<file path="src/rtl/clk_div_gen_pkg.sv">
// rtl/clk_div_gen_pkg.sv - shared types and constants for the multi-channel clock divider
package clk_div_gen_pkg;

    localparam int DIV_W_DEF = 8;
    localparam int DIV_STOP  = 0;

    typedef logic [DIV_W_DEF-1:0] div_t;

    typedef enum logic {
        IDLE = 1'b0,
        RUN  = 1'b1
    } chan_state_e;

endpackage

</file>
<file path="src/rtl/clk_div_gen_chan.sv">
// rtl/clk_div_gen_chan.sv - one divider channel: run FSM, phase counter, divisor update handshake
module clk_div_gen_chan
    import clk_div_gen_pkg::*;
#(
    parameter int DIV_W       = 8,
    parameter int DEFAULT_DIV = 1
) (
    input  logic             clk_i,
    input  logic             rst_ni,
    input  logic             en_i,
    input  logic             cfg_valid_i,
    input  logic [DIV_W-1:0] cfg_div_i,
    output logic             cfg_ready_o,
    output logic             clk_o,
    output logic             rise_o,
    output logic             fall_o,
    output logic             active_o
);

    localparam logic [DIV_W-1:0] LP_STOP = DIV_W'(DIV_STOP);
    localparam logic [DIV_W-1:0] LP_ONE  = DIV_W'(1);

    chan_state_e      r_state;
    logic [DIV_W-1:0] r_cnt;
    logic [DIV_W-1:0] r_div_q;
    logic [DIV_W-1:0] r_div_pend;
    logic             r_pend;
    logic             r_apply_nxt;
    logic             r_stop;
    logic             r_clk;
    logic             r_rise;
    logic             r_fall;

    logic             w_xfer;
    logic             w_tc;
    logic             w_start;
    logic [DIV_W-1:0] w_idle_div;
    logic [DIV_W-1:0] w_next_div;

    assign w_xfer     = cfg_valid_i && !r_pend;
    assign w_tc       = (r_cnt == r_div_q - LP_ONE);
    assign w_next_div = r_pend ? r_div_pend : r_div_q;

    // A divisor arriving in the same idle cycle as the run request wins.
    always_comb begin
        w_idle_div = r_div_q;
        if (w_xfer) begin
            w_idle_div = cfg_div_i;
        end else if (r_pend) begin
            w_idle_div = r_div_pend;
        end
    end

    assign w_start = en_i && (w_idle_div != LP_STOP);

    always_ff @(posedge clk_i) begin
        if (!rst_ni) begin
            r_state     <= IDLE;
            r_cnt       <= '0;
            r_div_q     <= DIV_W'(DEFAULT_DIV);
            r_div_pend  <= '0;
            r_pend      <= 1'b0;
            r_apply_nxt <= 1'b0;
            r_stop      <= 1'b0;
            r_clk       <= 1'b0;
            r_rise      <= 1'b0;
            r_fall      <= 1'b0;
        end else begin
            r_rise      <= 1'b0;
            r_fall      <= 1'b0;
            r_apply_nxt <= 1'b0;
            if (w_xfer) begin
                r_div_pend <= cfg_div_i;
                r_pend     <= 1'b1;
            end
            case (r_state)
                IDLE: begin
                    r_clk  <= 1'b0;
                    r_cnt  <= '0;
                    r_stop <= 1'b0;
                    if (r_pend) begin
                        r_div_q <= r_div_pend;
                        r_pend  <= 1'b0;
                    end
                    if (w_start) begin
                        r_state     <= RUN;
                        r_div_q     <= w_idle_div;
                        r_apply_nxt <= w_xfer;
                    end
                end
                RUN: begin
                    // Update captured on the starting edge is retired one cycle later.
                    if (r_apply_nxt) begin
                        r_div_q <= r_div_pend;
                        r_pend  <= 1'b0;
                    end
                    if (!r_clk) begin
                        if (!en_i) begin
                            r_state <= IDLE;
                            r_cnt   <= '0;
                        end else if (w_tc) begin
                            r_clk  <= 1'b1;
                            r_rise <= 1'b1;
                            r_cnt  <= '0;
                        end else begin
                            r_cnt <= r_cnt + LP_ONE;
                        end
                    end else if (w_tc) begin
                        r_clk  <= 1'b0;
                        r_fall <= 1'b1;
                        r_cnt  <= '0;
                        r_stop <= 1'b0;
                        if (r_pend) begin
                            r_div_q <= r_div_pend;
                            r_pend  <= 1'b0;
                        end
                        if (r_stop || !en_i || (w_next_div == LP_STOP)) begin
                            r_state <= IDLE;
                        end
                    end else begin
                        r_cnt <= r_cnt + LP_ONE;
                        if (!en_i) begin
                            r_stop <= 1'b1;
                        end
                    end
                end
                default: begin
                    r_state <= IDLE;
                    r_clk   <= 1'b0;
                    r_cnt   <= '0;
                end
            endcase
        end
    end

    assign cfg_ready_o = ~r_pend;
    assign clk_o       = r_clk;
    assign rise_o      = r_rise;
    assign fall_o      = r_fall;
    assign active_o    = (r_state == RUN);

endmodule

</file>
<file path="src/rtl/clk_div_gen_multi.sv">
// rtl/clk_div_gen_multi.sv - N independent programmable clock divider channels
module clk_div_gen_multi
    import clk_div_gen_pkg::*;
#(
    parameter int N_CHAN      = 4,
    parameter int DIV_W       = DIV_W_DEF,
    parameter int DEFAULT_DIV = 1
) (
    input  logic                          clk_i,
    input  logic                          rst_ni,
    input  logic [N_CHAN-1:0]             en_i,
    input  logic [N_CHAN-1:0]             cfg_valid_i,
    input  logic [N_CHAN-1:0][DIV_W-1:0]  cfg_div_i,
    output logic [N_CHAN-1:0]             cfg_ready_o,
    output logic [N_CHAN-1:0]             clk_o,
    output logic [N_CHAN-1:0]             rise_o,
    output logic [N_CHAN-1:0]             fall_o,
    output logic [N_CHAN-1:0]             active_o
);

    for (genvar g = 0; g < N_CHAN; g++) begin : g_chan
        clk_div_gen_chan #(
            .DIV_W       (DIV_W),
            .DEFAULT_DIV (DEFAULT_DIV)
        ) u_chan (
            .clk_i       (clk_i),
            .rst_ni      (rst_ni),
            .en_i        (en_i[g]),
            .cfg_valid_i (cfg_valid_i[g]),
            .cfg_div_i   (cfg_div_i[g]),
            .cfg_ready_o (cfg_ready_o[g]),
            .clk_o       (clk_o[g]),
            .rise_o      (rise_o[g]),
            .fall_o      (fall_o[g]),
            .active_o    (active_o[g])
        );
    end

endmodule
</file>
<file path="config.mk">
export PLATFORM = sky130hd
export DESIGN_NAME = clk_div_gen_multi
export DESIGN_NICKNAME = d
export VERILOG_FILES = /design/src/rtl/clk_div_gen_pkg.sv /design/src/rtl/clk_div_gen_chan.sv /design/src/rtl/clk_div_gen_multi.sv
export SDC_FILE = /design/constraint.sdc
export NUM_CORES = 1
export LEC_CHECK = 0
export CAP_MARGIN = 20
export CORE_MARGIN = 2
export CORE_UTILIZATION = 35
export DETAILED_ROUTE_END_ITERATION = 8
export GPL_ROUTABILITY_DRIVEN = 0
export PLACE_DENSITY = 0.65
export SETUP_SLACK_MARGIN = 0.15
export SYNTH_ARGS = -nofsm -noshare
export SYNTH_HDL_FRONTEND = slang
export SYNTH_SLANG_ARGS = --single-unit
</file>
<file path="constraint.sdc">
create_clock -name clk_i -period 2.4 [get_ports clk_i]
set_input_delay 0.48 -clock clk_i [delete_from_list [all_inputs] [get_ports clk_i]]
set_output_delay 0.48 -clock clk_i [all_outputs]
set_load 0.1 [all_outputs]
</file>
==> Word-level counts from Yosys, hierarchy flattened <==
Cells that the tools add are included.
{ "word_totals": {"regBits": 124, "out_inout_bits": 20} }
{ "classes": {"n_addsub": 8, "bitwise": 13, "n_eq_ne": 12, "n_reduce_logical": 48, "n_mux": 136} }
{ "ops": {"columns": ["cell", "n"], "rows": [
  ["$mux W8", 40],
  ["$pmux W8 S2", 8],
  ["$mux W1", 72],
  ["$add A8 B1 Y8 const B", 4],
  ["$eq A8 B8 Y1", 4],
  ["$logic_not A8 Y1", 4],
  ["$pmux W1 S2", 16],
  ["$reduce_bool A8 Y1", 4],
  ["$sub A8 B1 Y8 const B", 4],
  ["$reduce_or A3 Y1", 8],
  ["$not A1 Y1", 13],
  ["$ne A3 B3 Y1 const B", 4],
  ["$reduce_and A3 Y1", 4],
  ["$logic_and A1 B1 Y1", 8],
  ["$logic_not A1 Y1", 8],
  ["$logic_or A1 B1 Y1", 8],
  ["$ne A2 B2 Y1 const B", 4],
  ["$reduce_and A2 Y1", 4]
]} }

==> Logic depth before layout (Yosys ltp) <==
Gate-level depths: netlist (run 1).
{ "logic_depth": {"word_depth": 8, "ltp_mapped": 11, "depth_no_buf": 9} }

==> Cells and area by module <==
A second synthesis (run 1) with hierarchy kept.
{ "hier_totals": {"hier_cells": 1112, "hier_area_um2": 8410.6} }
{ "by_module_without_submodules": {"columns": ["module", "instances", "cells_per_inst", "area_each_um2"], "rows": [
  ["clk_div_gen_chan (g_chan[0].u_chan ...)", 2, 285, 2128.3],
  ["clk_div_gen_chan (g_chan[2].u_chan ...)", 2, 271, 2077.0]
]} }

==> Worst setup path after synthesis (run 1) <==
No wires, ideal clock.
{ "synth_path": {"path_kind": "reg-to-reg", "from": "register g_chan[2].u_chan.r_div_q[1]", "to": "register g_chan[2].u_chan.r_div_q[2]", "required_ns": 2.268, "path_stages_with_launch": 10, "setup_slack_ns": -0.014, "setup_ns": 0.132, "synth_period_minus_slack_ns": 2.414, "path_buffers": 2, "arrival_ns": 2.282, "cell_sequence": "dfxtp_1 -> or4_4 -> or3_1 -> a2111oi_0 -> and3_1 -> buf_6 -> a31oi_4 -> buf_6 -> mux2i_1 -> a21oi_1"} }
{ "synth_between": {"elab_chain_cells": 6, "word_cells_on_any_way": 10, "cone_classes": "add/sub: 1; eq/ne: 1; mux: 6; reduce/logical: 2"} }
{ "synth_rtl": {"columns": ["item", "line", "text"], "rows": [
  ["from (decl)", "clk_div_gen_chan.sv:25", "logic [DIV_W-1:0] r_div_q;"],
  ["from (signal assigned)", "clk_div_gen_chan.sv:60", "r_div_q <= DIV_W'(DEFAULT_DIV);"],
  ["from (signal assigned)", "clk_div_gen_chan.sv:82", "r_div_q <= r_div_pend;"],
  ["from (signal assigned)", "clk_div_gen_chan.sv:87", "r_div_q <= w_idle_div;"],
  ["parallel branches: the longest is 5 deep, another holds $sub A8 B1 Y8", null, null],
  ["$pmux W8 S2 *", "clk_div_gen_chan.sv:76", "case (r_state)"]
]} }
Mark *: on every way between the ends.
A chain may end at the register's enable or synchronous reset.

==> Worst setup path after layout (run 1) <==
{ "layout_path": {"from": "register g_chan[3].u_chan.r_div_q[3]", "to": "register g_chan[3].u_chan.r_div_q[3]"} }
{ "layout_between": {"elab_chain_cells": 6, "word_cells_on_any_way": 12, "cone_classes": "add/sub: 1; eq/ne: 1; mux: 8; reduce/logical: 2"} }
{ "layout_rtl": {"columns": ["item", "line"], "rows": [
  ["from (decl)", "clk_div_gen_chan.sv:25"],
  ["from (signal assigned)", "clk_div_gen_chan.sv:60"],
  ["from (signal assigned)", "clk_div_gen_chan.sv:82"],
  ["from (signal assigned)", "clk_div_gen_chan.sv:87"],
  ["parallel branches: the longest is 5 deep, another holds $sub A8 B1 Y8", null],
  ["$pmux W8 S2 *", "clk_div_gen_chan.sv:76"]
]} }
Marks and branches as above.

==> flow_metrics.py, run 1 <==
metrics = {
    "status": {
        "status": "finished, final reports clean",
    },
    "logic_synthesis": {
        "synth_seq_area_share_pct": 35.0,
        "synth.avg_cell_area_sq_um": 8.03,
        "syn-cell-area_sq_um": 7100,
        "syn_inst": 884,
        "ys_ff_latch": 124,
        "ys_warn_count": 0,
        "synth_ff_type": "dfxtp_1",
        "synth_edf_count": 0,
        "async_flop_share_pct": 0,
        "syn_nets": 934,
        "ys_types": 67,
    },
    "die": {
        "die_w_um": 146,
        "dieArea_sq_um": 21400,
        "initial_utilization_pct": 35.4,
        "core_sq_um": 20000,
        "die_h_um": 146,
        "rows": 52,
        "num_io_pins": 62,
    },
    "worst_setup_path": {
        "path_class": "reg2reg",
        "cp_max_fo": 6,
        "reg2reg_slack_ns": 0.02,
        "cp-start-kind": "flop",
        "worstPathRequired_ns": 2.71,
        "cp.arrival_ns": 2.68,
        "endpoint_kind": "flop",
    },
    "clocking": {
        "clk_pin_slew_ns": 0.06,
        "cts_buffer_depth": 2,
        "worst_skew_pair.late_latency_ns": 0.42,
        "cts.sinks": 124,
        "cts_buffers": 17,
        "root_buffer": "clkbuf_16",
        "cts_max_level": 4,
        "tritoncts": "yes",
    },
    "power": {
        "p_sw_mw": 2.03,
        "intPower_mw": 4.93,
        "p_comb_share_pct": 23.1,
        "leakage_nw": 3.68,
        "p_sw_share_pct": 29.1,
        "ir_drop_uv": 513,
        "powerDensity_nw_per_um2": 729,
        "clockPowerShare_pct": 43.2,
        "p_seq_share_pct": 33.7,
    },
    "place": {
        "place_ws_ns": -0.0487,
        "port_buffers": 61,
        "dp_hpwl_um": 12800,
        "placed_cells": 1233,
    },
    "sta": {
        "clock_skew_ns": 0.0109,
        "fin_crit_ns": 2.38,
        "max_slew_margin_pct": 61.0,
        "hold_violations": 0,
        "tightest_slew_ns": 0.584,
        "hold_ws_ns": 0.474,
        "rsz0062_at_grt": "true",
        "postLayoutSetupSlackWorst_ns": 0.0235,
        "setup_viol": 0,
        "fmax_ghz": 0.421,
        "drv_slew": 0,
        "fin_crit_sh_pct": 99.0,
    },
    "cells_and_area": {
        "multi_input_area_sq_um": 4540,
        "nets": 1044,
        "instances_no_fill": 1277,
        "fillers": 1947,
        "antennaDiodeCount": 0,
        "final_util_pct": 47.7,
        "syn2layout_area_growth_pct": 34.5,
        "regArea_sq_um": 2510,
        "drive_gt1_share_pct": 23.5,
    },
    "min_path": {
        "holdCritPathClass": "reg2reg",
    },
    "routing": {
        "drtIter0Drc": 348,
        "antenna_left": 0,
        "first_pass_iters": 4,
        "wl_um": 18800,
        "routed-via-count": 6572,
        "via_per_inst": 5.15,
        "drc_errors": 0,
        "wl_per_cell_um": 14.7,
    },
    "global_route": {
        "grt_pass1_wl_um": 30900,
        "grt_overflow": 0,
        "antenna_found_initial": 0,
        "grt_pass1_vias": 6226,
        "grt_usage_pct": 17.6,
        "grt_max_degree": 24,
    },
    "flow_run": {
        "maxCapViolations": 0,
    },
}
path summary, 6_finish.rpt:
| check | startpoint | end | depth (start not counted) |
|---|---|---|---|
| max | g_chan[3].u_chan.r_div_q[3] | g_chan[3].u_chan.r_div_q[3] | 7 |
| min | g_chan[0].u_chan.r_div_pend[3] | g_chan[0].u_chan.r_div_pend[3] | 2 |
| max reg2reg | g_chan[3].u_chan.r_div_q[3] | g_chan[3].u_chan.r_div_q[3] | 7 |
| min reg2reg | g_chan[0].u_chan.r_div_pend[3] | g_chan[0].u_chan.r_div_pend[3] | 2 |
cell families after synthesis:
| kind of cell | after synthesis | share of synthesized area [%] |
|---|---|---|
| compound gates | 198 | 17.7 |
| buf+inv | 100 | 6.59 |
| simple gates | 332 | 22.7 |
| mux | 59 | 8.70 |
| flops | 124 | 35.0 |
| fa+ha+maj | 8 | 1.41 |
| xor+xnor | 63 | 7.96 |
per-layer routing:
layer / track usage, % / part of all wire [%] / up-vias / wire length [um]
li1: - / - / 3309 / -
met1: 22.8 / 46 / 3105 / 8650
met2: 28.9 / 49 / 139 / 9100
met3: 4.47 / 4.0 / 19 / 758
met4: 5.92 / 1.3 / 0 / 241
met5: 0 / 0 / - / 0
power by group through the flow:
stage                     combinational [mW]  sequential, mW  clock (mW)
final                                   1.61            2.35        3.01
after global placement                  1.33            2.37           0
after detailed placement                1.35            2.37           0
after CTS                               1.50            2.34        3.06
after global routing                    1.74            2.37        3.16
after floorplan                        0.945            2.32           0
critical path, stage by stage (launching register included):
cell and delay, ns:
dfxtp_2 0.32, or4_4 0.52, or4_4 0.45, o22ai_2 0.12, nand4_1 0.25, buf_6 0.24, nor3_2 0.16, and4b_1 0.22
sequential cells by signal, summed over array words and instances, names as in the netlist:
name and count:
g_chan.u_chan.rise_o 4, g_chan.u_chan.fall_o 4, g_chan.u_chan.r_div_q 32, g_chan.u_chan.r_div_pend 32, g_chan.u_chan.clk_o 4, g_chan.u_chan.r_cnt 32
g_chan.u_chan.r_pend 4, g_chan.u_chan.active_o 4, g_chan.u_chan.r_apply_nxt 4, g_chan.u_chan.r_stop 4
cells in the mapped netlist, drive strengths merged (3+ instances only):
| library cell | number | area, sq um |
|---|---|---|
| dfxtp | 124 | 2480 |
| nand2 | 110 | 413 |
| nor2 | 83 | 312 |
| o21ai | 57 | 285 |
| a21oi | 56 | 280 |
| clkbuf | 37 | 139 |
| mux2i | 37 | 370 |
| inv | 36 | 135 |
| a21boi | 34 | 255 |
| xnor2 | 33 | 289 |
| xor2 | 29 | 254 |
| buf | 26 | 190 |
| nand3 | 24 | 120 |
| mux2 | 22 | 248 |
| nor3 | 20 | 100 |
| nor4 | 16 | 100 |
| nand2b | 13 | 81.3 |
| and3 | 12 | 75.1 |
| or4 | 10 | 78.8 |
| nor2b | 9 | 56.3 |
| ha | 8 | 100 |
| a221oi | 7 | 61.3 |
| and4b | 7 | 70.1 |
| o311ai | 7 | 61.3 |
| o211ai | 5 | 37.5 |
| or3 | 5 | 31.3 |
| a211oi | 4 | 35.0 |
| a31oi | 4 | 40.0 |
| and2 | 4 | 25.0 |
| nor3b | 4 | 30.0 |
| nor4b | 4 | 35.0 |
| nand3b | 3 | 22.5 |
| nand4 | 3 | 18.8 |
| o22ai | 3 | 18.8 |
| o31ai | 3 | 22.5 |
through the flow:
step | setup TNS [ns] | total power [mW] | instance area (sq um)
floorplan | 0 | 3.27 | 7120
global placement | 0 | 3.70 | 8310
detailed placement | -0.177 | 3.72 | 8310
CTS | 0 | 6.91 | 9310
global route | -0.459 | 7.26 | 9550
finish | 0 | 6.96 | 9550
cells in the final DEF, fill, tap and decap left out, types with 30 or more instances in the layout:
cell / instances
xnor2_1: 33
dfxtp_1: 112
o21ai_0: 47
clkdlybuf4s50_1: 40
a21oi_1: 55
nor2_1: 74
nand2_1: 110
buf_4: 98
inv_1: 30
mux2i_1: 37
layout make-up:
type / instances / share of cell area (%)
multi-input combinational: 661 / 47.6
sequential: 124 / 26.3
timing repair buffer: 153 / 13.9
clock buffer: 19 / 4.74
tap: 270 / 3.54
clock inverter: 13 / 2.49
inverter: 37 / 1.48
repair_timing:
item / 4_1_cts / 5_1_grt
cloned: 3 / 0
endpoints found under the setup margin: 54 / 75
pin swaps: 12 / 40
setup buffers: 8 / 1
hold buffers: 0 / 0
gates resized for setup: 53 / 58
Power figures use the tool's default switching activity.
==> inputs of run 2 (changes only) <==
--- a/config.mk
+++ b/config.mk
@@ -7,10 +7,11 @@
 export LEC_CHECK = 0
 export CAP_MARGIN = 20
 export CORE_MARGIN = 2
-export CORE_UTILIZATION = 35
+export CORE_UTILIZATION = 40
 export DETAILED_ROUTE_END_ITERATION = 8
 export GPL_ROUTABILITY_DRIVEN = 0
-export PLACE_DENSITY = 0.65
+export MAX_ROUTING_LAYER = met4
+export PLACE_DENSITY = 0.71
 export SETUP_SLACK_MARGIN = 0.15
 export SYNTH_ARGS = -nofsm -noshare
 export SYNTH_HDL_FRONTEND = slang
==> run 2 against run 1 <==
Net effect: first-iteration DRC count up 31%; clock power decreased by 23%; sequential share of layout area rose by 0.35 points; sequential cell count unchanged; via count rose by 1.0%; worst hold slack worse by 0.0076 ns; combinational power rose by 5%; worst setup slack better by 0.035 ns; critical path type unchanged; largest cell class unchanged.
==> flow_metrics.py, run 2 (synthesis gave the netlist of run 1 again) <==
metrics = {
    "power": {
        "leakage_nw": 3.67,
        "powerDensity_nw_per_um2": 678,
        "ir_drop_uv": 509,
        "p_sw_mw": 1.97,
        "p_sw_share_pct": 30.9,
        "clockPowerShare_pct": 36.6,
        "p_comb_share_pct": 26.5,
        "p_seq_share_pct": 37.0,
        "intPower_mw": 4.41,
    },
    "flow_run": {
        "maxCapViolations": 0,
    },
    "place": {
        "port_buffers": 61,
        "dp_hpwl_um": 12600,
        "postPlaceCellArea_sq_um": 8300,
    },
    "die": {
        "initial_utilization_pct": 41.1,
        "die_w_um": 137,
        "die_h_um": 137,
        "core_sq_um": 17300,
        "num_io_pins": 62,
        "rows": 48,
        "dieArea_sq_um": 18800,
    },
    "worst_setup_path": {
        "cp-start-kind": "flop",
        "r2r_cells": 7,
        "cp.arrival_ns": 2.63,
        "r2r_end": "g_chan[2].u_chan.r_div_q[6]",
        "cp_max_fo": 5,
        "reg2reg_from": "g_chan[2].u_chan.r_div_q[0]",
        "worstPathRequired_ns": 2.69,
        "endpoint_kind": "flop",
        "reg2reg_slack_ns": 0.06,
        "cp-startpoint": "g_chan[2].u_chan.r_div_q[0]",
        "cp-endpoint": "g_chan[2].u_chan.r_div_q[6]",
        "path_class": "reg2reg",
    },
    "routing": {
        "drc_errors": 0,
        "drtIter0Drc": 456,
        "antenna_left": 0,
        "wl_um": 18600,
        "routed-via-count": 6639,
        "via_per_inst": 5.36,
        "first_pass_iters": 5,
        "wl_per_cell_um": 15.0,
    },
    "clocking": {
        "root_buffer": "clkbuf_16",
        "cts_buffers": 17,
        "cts_max_level": 4,
        "tritoncts": "yes",
        "worst_skew_pair.late_latency_ns": 0.42,
        "cts.sinks": 124,
        "clk_pin_slew_ns": 0.06,
        "cts_buffer_depth": 2,
        "holdBufCountCts": 0,
    },
    "cells_and_area": {
        "final_common_cell": "dfxtp_1",
        "mostFrequentLayoutCells": "111 x dfxtp_1, 110 x nand2_1, 106 x buf_4, 75 x nor2_1, 56 x a21oi_1",
        "syn2layout_area_growth_pct": 32.5,
        "fillers": 1554,
        "antennaDiodeCount": 0,
        "nets": 1052,
        "final_area_sq_um": 9410,
        "drive_gt1_share_pct": 24.0,
        "top_regs": "g_chan.u_chan.r_cnt x32, g_chan.u_chan.r_div_pend x32, g_chan.u_chan.r_div_q x32",
    },
    "sta": {
        "clock_skew_ns": 0.00797,
        "fin_crit_ns": 2.34,
        "fin_crit_sh_pct": 97.6,
        "hold_violations": 0,
        "tightest_slew_ns": 0.868,
        "drv_slew": 0,
        "max_slew_margin_pct": 42.1,
        "setup_viol": 0,
        "fmax_ghz": 0.427,
        "hold_ws_ns": 0.466,
        "rsz0062_at_grt": "true",
    },
    "global_route": {
        "antenna_found_initial": 0,
        "grt_pass1_wl_um": 29900,
        "grt_pass1_vias": 6236,
        "grt_max_degree": 24,
        "grt_overflow": 0,
        "grt_usage_pct": 20.3,
    },
    "min_path": {
        "holdCritPathClass": "reg2reg",
    },
    "status": {
        "status": "finished, final reports clean",
    },
}
==> run 2: cell count changes in the layout (fill, tap and decap cells not counted), sizes merged <==
cell      change
clkinvlp      -2
bufinv        -6
inv           -1
clkinv        +4
clkbuf        +5
buf           +7
==> run 2: repair_timing <==
item	4_1_cts	5_1_grt
pin swaps	13	40
endpoints found under the setup margin	53	75
setup buffers	9	5
resized for setup	30	71
cloned	2	1
==> run 2: how the worst min path moves through the flow <==
stage,start,endpoint,cells past startpoint
6_report,g_chan[0].u_chan.r_div_pend[5],g_chan[0].u_chan.r_div_pend[5],2
3_5_place_dp,g_chan[0].u_chan.r_div_pend[5],g_chan[0].u_chan.r_div_pend[5],2
5_1_grt,rst_ni,g_chan[1].u_chan.r_div_q[1],3
4_1_cts,rst_ni,g_chan[1].u_chan.r_div_q[1],3
3_3_place_gp,g_chan[0].u_chan.r_div_pend[5],g_chan[0].u_chan.r_div_pend[5],2
2_1_floorplan,g_chan[0].u_chan.r_div_pend[5],g_chan[0].u_chan.r_div_pend[5],2
==> run 2: cell type report <==
type | count | area, sq um | share of cell area, %
multi-input cells | 661 | 4540 | 48.3
flip-flops and latches | 124 | 2500 | 26.6
repair buffers | 161 | 1410 | 15.0
clock buffers | 23 | 488 | 5.19
well taps | 225 | 282 | 2.99
inverters | 37 | 141 | 1.50
clock inverters | 8 | 42.5 | 0.452
==> run 2: power by group through the flow <==
stage          clock network, mW  registers [mW]  logic [mW]
5_1_grt                     2.46            2.38        1.83
6_report                    2.33            2.36        1.69
3_3_place_gp                   0            2.38        1.33
2_1_floorplan                  0            2.32       0.945
4_1_cts                     2.36            2.34        1.48
3_5_place_dp                   0            2.38        1.35
==> run 2: per-stage QoR <==
step	cells	setup WS (ns)	util (%)	power [mW]	TNS, ns
after floorplan	884	0.0780	-	3.27	0
after global placement	1192	-0.202	48.0	3.70	-2.11
after detailed placement	1192	-0.289	48.0	3.73	-2.77
after CTS	1234	0.0583	52.2	6.19	0
after global routing	1239	0.000816	54.4	6.67	0
final	1239	0.0586	54.4	6.38	0
==> run 2: critical path, cell delays in order (launching register included) <==
cell	delay, ns
dfxtp_2	0.34
or4_4	0.51
or3_4	0.35
a2111oi_4	0.29
and3_4	0.27
a31oi_4	0.15
mux2i_1	0.22
a21oi_1	0.09
==> run 2: layer usage <==
metal / global-route usage (%) / up-vias / wire, um
met4: 6.19 / 0 / 244
met3: 4.75 / 18 / 868
li1: - / 3321 / -
met5: - / - / 0
met2: 32.5 / 164 / 8950
met1: 25.6 / 3136 / 8490
==> inputs of run 3 (changes only) <==
--- a/config.mk
+++ b/config.mk
@@ -5,13 +5,13 @@
 export SDC_FILE = /design/constraint.sdc
 export NUM_CORES = 1
 export LEC_CHECK = 0
-export CAP_MARGIN = 20
+export CAP_MARGIN = 25
 export CORE_MARGIN = 2
-export CORE_UTILIZATION = 40
+export CORE_UTILIZATION = 53
 export DETAILED_ROUTE_END_ITERATION = 8
 export GPL_ROUTABILITY_DRIVEN = 0
 export MAX_ROUTING_LAYER = met4
-export PLACE_DENSITY = 0.71
+export PLACE_DENSITY = 0.87
 export SETUP_SLACK_MARGIN = 0.15
 export SYNTH_ARGS = -nofsm -noshare
 export SYNTH_HDL_FRONTEND = slang
==> run 3 against run 2 <==
Net effect: utilization is 16 points higher; critical path depth grew 4; maximum frequency is 2.2% lower; total power rose by 3.9%; final cell count shrank 4.9%; wire length grew 5.9%; combinational power hardly changed; clock-buffer cell count increased by 3; die area fell by 24%; clock skew fell by 0.0018 ns; sequential share of layout area increased by 0.41 points.
==> flow_metrics.py, run 3 (synthesis gave the netlist of run 1 again) <==
metrics = {
    "sta": {
        "tightest_slew_ns": 0.651,
        "drv_slew": 0,
        "fmax_ghz": 0.418,
        "fin_tns_setup_ns": 0,
        "fin_crit_ns": 2.40,
        "clock_skew_ns": 0.00621,
        "setup_viol": 0,
        "hold_violations": 0,
        "rsz0062_at_grt": "true",
        "max_slew_margin_pct": 56.2,
        "hold_ws_ns": 0.474,
        "fin_crit_sh_pct": 99.8,
    },
    "worst_setup_path": {
        "crit_path_top_delay_cell": "dfxtp_1",
        "path_cells": "buf_4 > inv_1 > ha_1 > xor2_1 > o211ai_1 > a211oi_2 > nand4_1 > buf_6 > buf_12 > o2111ai_2 > nor2_1",
        "worstPathRequired_ns": 2.68,
        "r2r_end": "g_chan[3].u_chan.r_cnt[3]",
        "cp-start-kind": "flop",
        "cp-endpoint": "g_chan[3].u_chan.r_cnt[3]",
        "cp_max_fo": 8,
        "reg2reg_slack_ns": 0.005,
        "r2r_cells": 11,
        "cp_slowest_stage_delay_ns": 0.35,
        "reg2reg_from": "g_chan[3].u_chan.r_div_q[0]",
        "cp.arrival_ns": 2.68,
        "endpoint_kind": "flop",
        "cp-startpoint": "g_chan[3].u_chan.r_div_q[0]",
        "path_class": "reg2reg",
    },
    "clocking": {
        "cts_buffer_depth": 2,
        "cts_buffers": 17,
        "worst_skew_pair.late_latency_ns": 0.42,
        "tritoncts": "yes",
        "cts_max_level": 4,
        "cts.sinks": 124,
        "root_buffer": "clkbuf_16",
        "clk_pin_slew_ns": 0.05,
    },
    "global_route": {
        "antenna_found_initial": 0,
        "grt_usage_pct": 27.5,
        "grt_max_degree": 36,
        "grt_pass1_wl_um": 31600,
        "grt_overflow": 0,
        "grt_pass1_vias": 6624,
    },
    "place": {
        "dp_hpwl_um": 12100,
        "placed_cells": 1129,
        "postPlaceCellArea_sq_um": 8130,
        "port_buffers": 61,
    },
    "cells_and_area": {
        "final_common_cell": "dfxtp_1",
        "drive_gt1_share_pct": 22.3,
        "top_regs": "g_chan.u_chan.r_cnt x32, g_chan.u_chan.r_div_pend x32, g_chan.u_chan.r_div_q x32",
        "antennaDiodeCount": 0,
        "final_area_sq_um": 9270,
        "instances_no_fill": 1178,
        "syn2layout_area_growth_pct": 30.6,
        "mostFrequentLayoutCells": "114 x dfxtp_1, 108 x nand2_1, 96 x buf_4, 76 x nor2_1, 54 x a21oi_1",
        "nets": 1039,
    },
    "min_path": {
        "holdCritPathClass": "reg2reg",
        "worstHoldStart": "g_chan[0].u_chan.r_div_pend[2]",
    },
    "routing": {
        "routed-via-count": 7046,
        "drc_errors": 0,
        "wl_per_cell_um": 16.7,
        "drtIter0Drc": 651,
        "antenna_left": 0,
        "via_per_inst": 5.98,
        "wl_um": 19600,
        "first_pass_iters": 7,
    },
    "die": {
        "die_h_um": 120,
        "initial_utilization_pct": 54.0,
        "num_io_pins": 62,
        "core_sq_um": 13100,
        "dieArea_sq_um": 14300,
        "rows": 42,
        "die_w_um": 120,
    },
    "power": {
        "leakage_nw": 3.61,
        "powerDensity_nw_per_um2": 715,
        "ir_drop_uv": 574,
        "finalPower_mw": 6.63,
    },
    "status": {
        "status": "finished, final reports clean",
    },
    "flow_run": {
        "maxCapViolations": 0,
    },
}
-- run 3: cell count changes in the layout (fill, tap and decap cells not counted), moves of 3 or more --
cell / before / now
dfxtp_1: 111 / 114
a221oi_1: 0 / 5
dfxtp_2: 11 / 6
a221oi_2: 7 / 2
buf_8: 3 / 0
clkinv_2: 7 / 3
buf_4: 106 / 96
-- run 3: area by class of cell --
class / instances / area [sq um]
Sequential cell: 124 / 2500
Timing Repair Buffer: 148 / 1290
Clock inverter: 6 / 82.6
Fill cell: 926 / 3870
Inverter: 37 / 139
Clock buffer: 26 / 509
Tap cell: 176 / 220
Multi-Input combinational cell: 661 / 4520
-- run 3: critical path, delay by kind of cell (launching register included) --
kind                       cells  cell delay (ns)
and+or+nand+nor                2             0.37
DFF                            1             0.35
buffers and inverters          4             0.56
adders and majority gates      1             0.33
AOI/OAI and AO/OA              3             0.48
xor gates and xnor gates       1             0.16
-- run 3: how the worst min path moves through the flow --
stage | end | slack (ns) | cells past startpoint
final | g_chan[0].u_chan.r_div_pend[2] | 0.47 | 2
after global routing | g_chan[0].u_chan.r_div_pend[2] | 0.50 | 2
after CTS | g_chan[0].u_chan.r_div_pend[2] | 0.47 | 2
after detailed placement | g_chan[0].u_chan.r_div_pend[2] | 0.46 | 2
after global placement | g_chan[0].u_chan.r_div_pend[4] | 0.45 | 2
after floorplan | g_chan[0].u_chan.r_div_pend[5] | 0.44 | 2
-- run 3: through the flow --
stage	util (%)	worst slack, ns
floorplan	-	0.0780
global placement	61.9	-0.373
detailed placement	61.9	-0.484
CTS	68.3	0.0391
global route	70.6	-0.127
finish	70.6	0.00481
-- run 3: per-layer routing --
metal | track usage [%] | vias to the layer above | share of wire (%)
li1 | - | 3311 | -
met1 | 33.4 | 3360 | 42
met2 | 45.0 | 313 | 49
met3 | 5.13 | 62 | 6.6
met4 | 11.3 | 0 | 2.8
met5 | - | - | 0
-- run 3: repair_timing --
item,CTS,global route
setup endpoints to repair,59,70
hold buffers,0,0
setup buffers,9,5
resized for setup,40,52
cloned,3,0
pin swaps,13,24
-- run 3: power breakdown --
group / switching (mW) / leakage [nW] / total, mW / internal (mW)
sequential: 0.192 / 1.02 / 2.37 / 2.18
clock: 0.906 / 0.290 / 2.57 / 1.66
combinational: 0.899 / 2.30 / 1.69 / 0.788
total: 2.00 / 3.61 / 6.63 / 4.63
